File: src/rtl/stage_ifetch_pkg.sv
// Shared constants for the fetch stage: opcode byte values, halt byte, FSM encodings.
// Also consumed by the decode stage's copy of the opcode classifier.
package stage_ifetch_pkg;

  typedef enum logic [1:0] {
    ST_ISSUE   = 2'd0,
    ST_WAIT    = 2'd1,
    ST_PRESENT = 2'd2,
    ST_HALT    = 2'd3
  } state_t;

  localparam logic [7:0] HALT_BYTE = 8'h00;
  localparam logic [7:0] OP_INC_P  = 8'h3E;
  localparam logic [7:0] OP_DEC_P  = 8'h3C;
  localparam logic [7:0] OP_INC_D  = 8'h2B;
  localparam logic [7:0] OP_DEC_D  = 8'h2D;
  localparam logic [7:0] OP_OUT    = 8'h2E;
  localparam logic [7:0] OP_IN     = 8'h2C;
  localparam logic [7:0] OP_LOOP_B = 8'h5B;
  localparam logic [7:0] OP_LOOP_E = 8'h5D;

  function automatic logic is_opcode_byte(input logic [7:0] b);
    case (b)
      OP_INC_P, OP_DEC_P, OP_INC_D, OP_DEC_D,
      OP_OUT, OP_IN, OP_LOOP_B, OP_LOOP_E: is_opcode_byte = 1'b1;
      default:                             is_opcode_byte = 1'b0;
    endcase
  endfunction

endpackage

File: src/rtl/stage_ifetch_classifier.sv
// Combinational byte classifier: flags the eight opcode bytes and the halt byte.
// Used by the fetch stage when STAGE_IFETCH_FILTER_EN is defined; decode may reuse it.
module fetch_opcode_classifier
  import stage_ifetch_pkg::*;
(
  input  logic [7:0] data,
  output logic       is_op,
  output logic       is_halt
);

  assign is_op   = is_opcode_byte(data);
  assign is_halt = (data == HALT_BYTE);

endmodule

File: src/rtl/stage_ifetch.sv
// Instruction fetch stage: one byte per instruction, presented on opcode/drdy until ack.
// Optional build macro STAGE_IFETCH_FILTER_EN skips non-opcode bytes instead of presenting them.
module stage_ifetch
  import stage_ifetch_pkg::*;
#(
  parameter int ADDR_WIDTH = 16
) (
  input  logic                  clk,
  input  logic                  reset,
  output logic                  imem_en,
  output logic [ADDR_WIDTH-1:0] imem_addr,
  input  logic [7:0]            imem_data,
  output logic [7:0]            opcode,
  output logic                  drdy,
  input  logic                  ack,
  output logic [ADDR_WIDTH-1:0] pc,
  input  logic                  jump,
  input  logic [ADDR_WIDTH-1:0] jump_target,
  output logic                  halted,
  output logic [1:0]            state_dbg
);

  // Handshake: opcode is valid while drdy is high and stays frozen until ack;
  // a transfer is drdy && ack. A jump in the same cycle wins and the consumer squashes it.

  localparam logic [ADDR_WIDTH-1:0] PC_ONE = 1;

  state_t state;
  logic   byte_halt;
  logic   byte_keep;

`ifdef STAGE_IFETCH_FILTER_EN
  logic is_op;
  logic is_halt;

  fetch_opcode_classifier u_classifier (
    .data    (imem_data),
    .is_op   (is_op),
    .is_halt (is_halt)
  );

  assign byte_halt = is_halt;
  assign byte_keep = is_op;
`else
  assign byte_halt = (imem_data == HALT_BYTE);
  assign byte_keep = 1'b1;
`endif

  always_ff @(posedge clk or posedge reset) begin
    if (reset) begin
      state  <= ST_ISSUE;
      pc     <= '0;
      opcode <= '0;
      drdy   <= 1'b0;
      halted <= 1'b0;
    end else begin
      case (state)
        ST_ISSUE: begin
          if (jump) pc <= jump_target;
          else      state <= ST_WAIT;
        end
        ST_WAIT: begin
          // A jump discards the read that is landing this cycle.
          if (jump) begin
            pc    <= jump_target;
            state <= ST_ISSUE;
          end else if (byte_halt) begin
            halted <= 1'b1;
            state  <= ST_HALT;
          end else if (byte_keep) begin
            opcode <= imem_data;
            drdy   <= 1'b1;
            state  <= ST_PRESENT;
          end else begin
            pc    <= pc + PC_ONE;
            state <= ST_ISSUE;
          end
        end
        ST_PRESENT: begin
          if (jump) begin
            pc    <= jump_target;
            drdy  <= 1'b0;
            state <= ST_ISSUE;
          end else if (ack) begin
            pc    <= pc + PC_ONE;
            drdy  <= 1'b0;
            state <= ST_ISSUE;
          end
        end
        default: state <= ST_HALT;
      endcase
    end
  end

  assign imem_en   = (state == ST_ISSUE);
  assign imem_addr = pc;
  assign state_dbg = state;

endmodule

File: config.mk
export PLATFORM = sky130hd
export DESIGN_NAME = stage_ifetch
export DESIGN_NICKNAME = d
export VERILOG_FILES = /design/src/rtl/stage_ifetch_pkg.sv /design/src/rtl/stage_ifetch_classifier.sv /design/src/rtl/stage_ifetch.sv
export SDC_FILE = /design/constraint.sdc
export NUM_CORES = 1
export LEC_CHECK = 0
export CAP_MARGIN = 40
export CORE_MARGIN = 3
export CORE_UTILIZATION = 50
export DETAILED_ROUTE_END_ITERATION = 8
export DONT_BUFFER_PORTS = 1
export GPL_TIMING_DRIVEN = 0
export PLACE_DENSITY = 0.68
export REMOVE_ABC_BUFFERS = 1
export SKIP_CTS_REPAIR_TIMING = 1
export SYNTH_ARGS = -nofsm -noshare
export SYNTH_HDL_FRONTEND = slang
export SYNTH_SLANG_ARGS = --single-unit
File: constraint.sdc
create_clock -name clk -period 1.7 [get_ports clk]
set_input_delay 0.085 -clock clk [delete_from_list [all_inputs] [get_ports clk]]
set_output_delay 0.085 -clock clk [all_outputs]
set_load 0.05 [all_outputs]
==> summary.txt, run 1 <==
Outcome
  • Outcome: complete, but fails checks
  • Violated checks: hold timing, setup timing

Clocking
  • Clock root buffer: clkbuf_4
  • H-tree depth: 1
  • CTS buffer count: 3
  • Worst-Skew Late Latency: 0.34 ns
  • Clock sinks: 28
  • Clk slew on worst S/H paths: approximately 0.16 ns
  • CTS tree: done
  • Max clock buf depth: 2

Placed design
  • Area after DPL: 2070 um^2
  • Pre-CTS setup slack: -0.608 ns
  • IO buf count: 0
  • Hpwl dp: approximately 3000 um
  • GPL Wtd Cong: a little under 0.8

STA
  • Hold Vio Cnt, Final: 3
  • Fin crit period: approximately 1.8 ns
  • Final worst path period share: 1.06
  • Hold WS: -0.0203 ns
  • Setup_tns: -0.215 ns
  • RSZ-0062 raised after global routing: yes
  • Final setup viols: 3
  • Worst-margin pin slew: 0.623 ns
  • PnR worst setup slack: -0.104 ns
  • Skew final: 0.0158 ns
  • Slew margin rel.: 0.584
  • Max Slew Vio Count: 0
  • Max frequency: approximately 550 MHz

GRT
  • First-pass GRT wire length: between 6000 and 7000 um
  • Largest net degree at the start of global routing: 21
  • Grt total ovfl: 0
  • Vias in the first global route: 1384
  • Antenna violations before repair: 0
  • Total GRT Usage: 0.201

Drt
  • Pre-Repair DR Iteration Count: 4
  • Drc violations: 0
  • Via/cell ratio: between 6 and 7
  • Total wire length: ~4800 um
  • Average wire per standard cell: approximately 19 um
  • Vias: 1539
  • DR iter-0 viols: approximately 130
  • Post-route ant nets: 0

Critical path
  • Crit path required time: roughly 2.0 ns
  • Worst r2r src: state_dbg[0]$_DFFE_PP0P_
  • Worst Reg-to-Reg Cells: 4
  • CP Cell Sequence: or3b_4 > a2111oi_2 > mux2i_1 > o211ai_1
  • WS Path Type: flop to flop
  • Arr. time, crit path: 2.05 ns
  • CP Max Fanout: 8
  • Critical path's largest stage delay: ~0.62 ns
  • Crit. End Element: flop
  • R2r setup slk: -0.10 ns
  • R2r endpoint: imem_addr[14]$_DFFE_PP0P_
  • Setup crit start kind: flop
  • Crit-path slowest cell: dfrtp_4

Finish
  • Final instance area: 2510 um^2
  • Area occupied by multi-input gates: approximately 850 um^2
  • Filler instances: roughly 200
  • NumNets Final: between 200 and 250
  • Most frequent cells in the layout: dfrtp_1, dlygate4sd3_1, buf_16
  • Diode count: 0
  • Layout cells sized above 1: 0.303
  • Synthesis-to-finish area growth: 48.4%
  • Register area: a little over 700 um^2
  • Commonest non-fill, non-tap cell in the layout: dfrtp_1

Yosys
  • Synth Instances: around 180
  • Synthesis Warnings: 0
  • Flops & latches, synth: 28
  • Asr flop ratio synth: 1.00
  • Post-synth cell types: 42
  • Syn Area/Cell: about 9.5 um^2
  • Synthesized area: 1690 um^2
  • Seq/Total Area, Yosys: 0.414
  • Most used DFF post-synth: dfrtp_1
  • Number of enable flip-flop cells after synthesis: 0

Floorplan
  • Die extent in y: between 60 and 70 um
  • Die ar.: roughly 4100 um^2
  • Initial Util: 0.537
  • Core footprint: about 3200 um^2
  • Row cnt: 20
  • IO Pins: 73
  • Chip Width: 64.2 um

Worst hold path
  • Hold EP: imem_addr[3]$_DFFE_PP0P_
  • Worst hold start: jump_target[3]
  • Hold Crit Class: primary input to flop
  • Hold path cells: 2

Job
  • Max cap viols: 0
-- worst max-delay path, delay by kind of cell (launching register included) --
family	cells	cell delay [ns]
simple gates	1	0.47
flops	1	0.62
compound gates	2	0.49
mux	1	0.14
-- registers in the layout, summed over array words and instances, names as in the netlist --
register,count
opcode,8
halted,1
imem_addr,16
drdy,1
state_dbg,2
-- Yosys cell counts (3+ instances only) --
cell type  count  area [um^2]
mux2i_1        3         30.0
o21ai_0        8         40.0
nand4_1        4         25.0
nand2b_1       3         18.8
and3_1         3         18.8
buf_4         17          128
dfrtp_1       28          701
clkbuf_1       5         18.8
nor2_1         8         30.0
nand2_1       13         48.8
nand3_1       10         50.1
and4_1         3         26.3
buf_2          6         30.0
mux2_2         6         67.6
a2bb2oi_1      7         61.3
a21oi_1       17         85.1
o22ai_1        7         43.8
-- layer usage --
metal,track usage,routed length (um)
met5,0,0
met3,0.0422,257
met2,0.348,2530
met4,0.0475,69
met1,0.256,1910
-- metrics by stage --
stage,utilization,hold slack [ns],cells
2_1_floorplan,-,0.150,150
3_3_place_gp,0.495,0.225,194
3_5_place_dp,0.657,0.0648,215
4_1_cts,0.674,-0.315,219
5_1_grt,0.797,0.00230,255
6_report,0.797,-0.0203,255
-- cell families after synthesis --
logic type	synth area share
simple gates	0.196
compound gates	0.199
buf+inv	0.113
flops	0.414
mux	0.0709
fa+ha+maj	0.00738
-- layout make-up --
type / instances / share of cell area
multi-input combinational: 122 / 0.338
timing repair buffer: 56 / 0.335
sequential: 28 / 0.283
tap: 44 / 0.0219
clock inverter: 1 / 0.0119
clock buffer: 3 / 0.00896
inverter: 1 / 0.00149
-- worst max path at each step --
stage                                           end                     start
after floorplan            imem_addr[7]$_DFFE_PP0P_  state_dbg[1]$_DFFE_PP0P_
after global placement     imem_addr[7]$_DFFE_PP0P_  state_dbg[1]$_DFFE_PP0P_
after detailed placement  imem_addr[15]$_DFFE_PP0P_  state_dbg[1]$_DFFE_PP0P_
after CTS                 imem_addr[15]$_DFFE_PP0P_  state_dbg[1]$_DFFE_PP0P_
after global routing      imem_addr[14]$_DFFE_PP0P_  state_dbg[0]$_DFFE_PP0P_
final                     imem_addr[14]$_DFFE_PP0P_  state_dbg[0]$_DFFE_PP0P_
Power of run 1 is left out: the tool's default activity adds up to more than one toggle a clock period on the data nets, which glitch-free logic cannot reach.
==> inputs of run 2 (changes only) <==
--- a/config.mk
+++ b/config.mk
@@ -5,13 +5,13 @@
 export SDC_FILE = /design/constraint.sdc
 export NUM_CORES = 1
 export LEC_CHECK = 0
+export ABC_AREA = 1
 export CAP_MARGIN = 40
 export CORE_MARGIN = 3
 export CORE_UTILIZATION = 50
 export DETAILED_ROUTE_END_ITERATION = 8
 export DONT_BUFFER_PORTS = 1
 export GPL_TIMING_DRIVEN = 0
-export PLACE_DENSITY = 0.68
 export REMOVE_ABC_BUFFERS = 1
 export SKIP_CTS_REPAIR_TIMING = 1
 export SYNTH_ARGS = -nofsm -noshare
==> constraint.sdc (replaced) <==
create_clock -name clk -period 1.69 [get_ports clk]
set_input_delay 0.0845 -clock clk [delete_from_list [all_inputs] [get_ports clk]]
set_output_delay 0.0845 -clock clk [all_outputs]
set_load 0.05 [all_outputs]
==> run 2 against run 1 <==
Critical path type unchanged. Critical path depth is 4 higher. Non-clock buffer count is 2 lower. Synthesized cell count is 41% higher. Design area is 6.9% higher. Maximum frequency is 7.7% higher. Highest routed layer unchanged. Wire length is 19% higher. Clock skew is 0.0084 ns lower. Area after synthesis is 7.5% higher. The run now ends clean. Hold slack better by 0.023 ns. First-iteration DRC count is 36% higher. Register-to-register slack better by 0.12 ns.
==> summary.txt, run 2 <==
Finish
  • Filler instances: 225 (was 203)
  • Post-layout util: 0.786 (was 0.797)
  • Commonest non-fill, non-tap cell in the layout: nand2_1 (was dfrtp_1)
  • Layout cells sized above 1: 0.224 (was 0.303)
  • Synthesis-to-finish area growth: 47.5% (was 48.4%)
  • Diode count: 0 (unchanged)
  • Max reg flops: 16 (unchanged)
  • Most frequent cells in the layout: nand2_1, nand3_1, dfrtp_1 (was dfrtp_1, dlygate4sd3_1, buf_16)
  • NumNets Final: 320 (was 241)

Yosys
  • Post-synth cell types: 27 (was 42)
  • Most used DFF post-synth: dfrtp_1 (unchanged)
  • Asr flop ratio synth: 1.00 (unchanged)
  • Synthesis Warnings: 0 (unchanged)
  • Area contributors post-synth: dfrtp_1, nand2_1, nand3_1 (was dfrtp_1, buf_4, a21oi_1)
  • Flops & latches, synth: 28 (unchanged)
  • Synthesized area: 1820 um^2 (was 1690 um^2)
  • Seq/Total Area, Yosys: 0.385 (was 0.414)
  • Number of enable flip-flop cells after synthesis: 0 (unchanged)
  • Post-synth top area cell: dfrtp_1 (unchanged)
  • Post-synth top area share: 0.385 (was 0.414)
  • Synth cell count leaders: nand2_1, dfrtp_1, nand3_1 (was dfrtp_1, a21oi_1, buf_4)
  • Synth Instances: 253 (was 179)
  • Dominant cell by count in the synthesized netlist: nand2_1 (was dfrtp_1)
  • Syn Area/Cell: 7.20 um^2 (was 9.46 um^2)

Drt
  • Via/cell ratio: 5.66 (was 6.04)
  • Drc violations: 0 (unchanged)
  • Pre-Repair DR Iteration Count: 4 (unchanged)
  • Average wire per standard cell: 16.9 um (was 18.7 um)
  • Vias: 1901 (was 1539)
  • Post-route ant nets: 0 (unchanged)
  • DR iter-0 viols: 174 (was 128)
  • Total wire length: 5680 um (was 4770 um)

GRT
  • Total GRT Usage: 0.222 (was 0.201)
  • First-pass GRT wire length: 7580 um (was 6600 um)
  • Grt total ovfl: 0 (unchanged)
  • Vias in the first global route: 1638 (was 1384)
  • Antenna violations before repair: 0 (unchanged)
  • Largest net degree at the start of global routing: 29 (was 21)

Critical path
  • CP Cell Sequence: inv_4 > nand3_4 > buf_12 > nor2_4 > nor2_8 > o21a_1 > nand2_1 > nand2_1 (was or3b_4 > a2111oi_2 > mux2i_1 > o211ai_1)
  • Crit-path slowest cell: dfrtp_2 (was dfrtp_4)
  • Buf+Inv Stages, Crit Path: 2 (was 0)
  • Crit-path leading delay family: simple AND/OR/NAND/NOR gates (was flip-flops)
  • Crit path required time: 1.93 ns (was 1.95 ns)
  • Most frequent CP cell: nand2_1
  • Crit. End Element: flop (unchanged)
  • Arr. time, crit path: 1.91 ns (was 2.05 ns)
  • Critical path's largest stage delay: 0.57 ns (was 0.62 ns)
  • CP Max Fanout: 12 (was 8)
  • WS Path Type: flop to flop (unchanged)
  • Setup crit start kind: flop (unchanged)

STA
  • Final worst path period share: 0.991 (was 1.06)
  • Hold Vio Cnt, Final: 0 (was 3)
  • Max Slew Vio Count: 0 (unchanged)
  • RSZ-0062 raised after global routing: yes (unchanged)
  • Max frequency: 597 MHz (was 554 MHz)
  • Final setup viols: 0 (was 3)
  • Fin crit period: 1.67 ns (was 1.80 ns)
  • Hold WS: 0.00295 ns (was -0.0203 ns)
  • Slew margin rel.: 0.597 (was 0.584)
  • Skew final: 0.00745 ns (was 0.0158 ns)
  • Worst-margin pin slew: 0.605 ns (was 0.623 ns)

Clocking
  • Worst-Skew Late Latency: 0.33 ns (was 0.34 ns)
  • CTS buffer count: 3 (unchanged)
  • Clk slew on worst S/H paths: 0.16 ns (about the same)
  • Clock sinks: 28 (unchanged)
  • Max clock buf depth: 2 (unchanged)
  • CTS tree: done (unchanged)
  • H-tree depth: 1 (unchanged)
  • Clock root buffer: clkbuf_4 (unchanged)

Placed design
  • GPL Wtd Cong: 0.811 (was 0.773)
  • IO buf count: 0 (unchanged)
  • Hpwl dp: 3430 um (was 3020 um)

Floorplan
  • Initial Util: 0.533 (was 0.537)
  • Core footprint: 3420 um^2 (was 3150 um^2)
  • Row cnt: 21 (was 20)
  • IO Pins: 73 (unchanged)
  • Die ar.: 4400 um^2 (was 4120 um^2)
  • Chip Width: 66.4 um (was 64.2 um)
  • Die extent in y: 66.4 um (was 64.2 um)

Pwr
  • Pwr per Cell Area: about 430 nW/um^2
  • Worst VDD drop: 0.000322 V
  • Lkg Pwr: 1.18 nW

Job
  • Max cap viols: 0 (unchanged)

Outcome
  • Outcome: finished clean (was complete, but fails checks)

Worst hold path
  • Hold Crit Class: primary input to flop (unchanged)
run 2: cells by family (layout without fill, tap and decap cells):
| logic type | count (synthesis) | after routing | synth area share |
|---|---|---|---|
| AO/OA/AOI/OAI | 34 | 34 | 0.107 |
| XOR/XNOR | 1 | 1 | 0.00481 |
| adder cells (fa/ha/maj) | 1 | 1 | 0.00687 |
| buffers and inverters | 46 | 82 | 0.140 |
| flip-flops | 28 | 28 | 0.385 |
| AND/OR/NAND/NOR | 143 | 144 | 0.356 |
run 2: where the power goes:
part / internal [mW] / total [mW] / leakage [nW] / switching, mW
Sequential: 0.679 / 0.722 / 0.348 / 0.0429
Clock: 0.132 / 0.334 / 0.0210 / 0.202
Combinational: 0.0504 / 0.0870 / 0.809 / 0.0365
Total: 0.862 / 1.14 / 1.18 / 0.281
run 2: through the flow:
step / setup slack [ns] / setup TNS, ns / total power [mW] / area (um^2) / cells
final: 0.0156 / 0 / 1.14 / 2690 / 336
after global routing: -0.132 / -0.446 / 1.19 / 2690 / 336
after CTS: -0.340 / -2.75 / 1.11 / 2290 / 303
after detailed placement: -0.323 / -2.46 / 0.780 / 2250 / 299
after global placement: -0.607 / -6.93 / 0.769 / 1710 / 277
after floorplan: -0.420 / -3.42 / 0.762 / 1660 / 231
run 2: layout make-up:
class,instances,area [um^2],share of cell area
clock buffer,4,36.3,0.0135
inverter,24,101,0.0377
multi-input combinational,180,907,0.338
sequential,28,709,0.264
tap,46,57.6,0.0214
timing repair buffer,54,875,0.326
run 2: layer usage:
metal,wire (um),track usage
met1,2090,0.259
met3,409,0.0425
met5,0,0
met4,174,0.0761
met2,3000,0.399
run 2: path summary, 6_finish.rpt:
kind / startpoint / end / slack [ns] / cells after the start
hold / removal: jump_target[4] / imem_addr[4]$_DFFE_PP0P_ / 0.003 / 2
min in group asynchronous: reset / imem_addr[13]$_DFFE_PP0P_ / 0.25 / 2
max in group asynchronous: reset / imem_addr[3]$_DFFE_PP0P_ / 0.95 / 3
setup / recovery: state_dbg[0]$_DFFE_PP0P_ / imem_addr[8]$_DFFE_PP0P_ / 0.02 / 8
hold reg to reg: imem_addr[15]$_DFFE_PP0P_ / imem_addr[15]$_DFFE_PP0P_ / 0.64 / 2
setup reg to reg: state_dbg[0]$_DFFE_PP0P_ / imem_addr[8]$_DFFE_PP0P_ / 0.02 / 8
No activity file was read; power rests on OpenSTA's default activity.
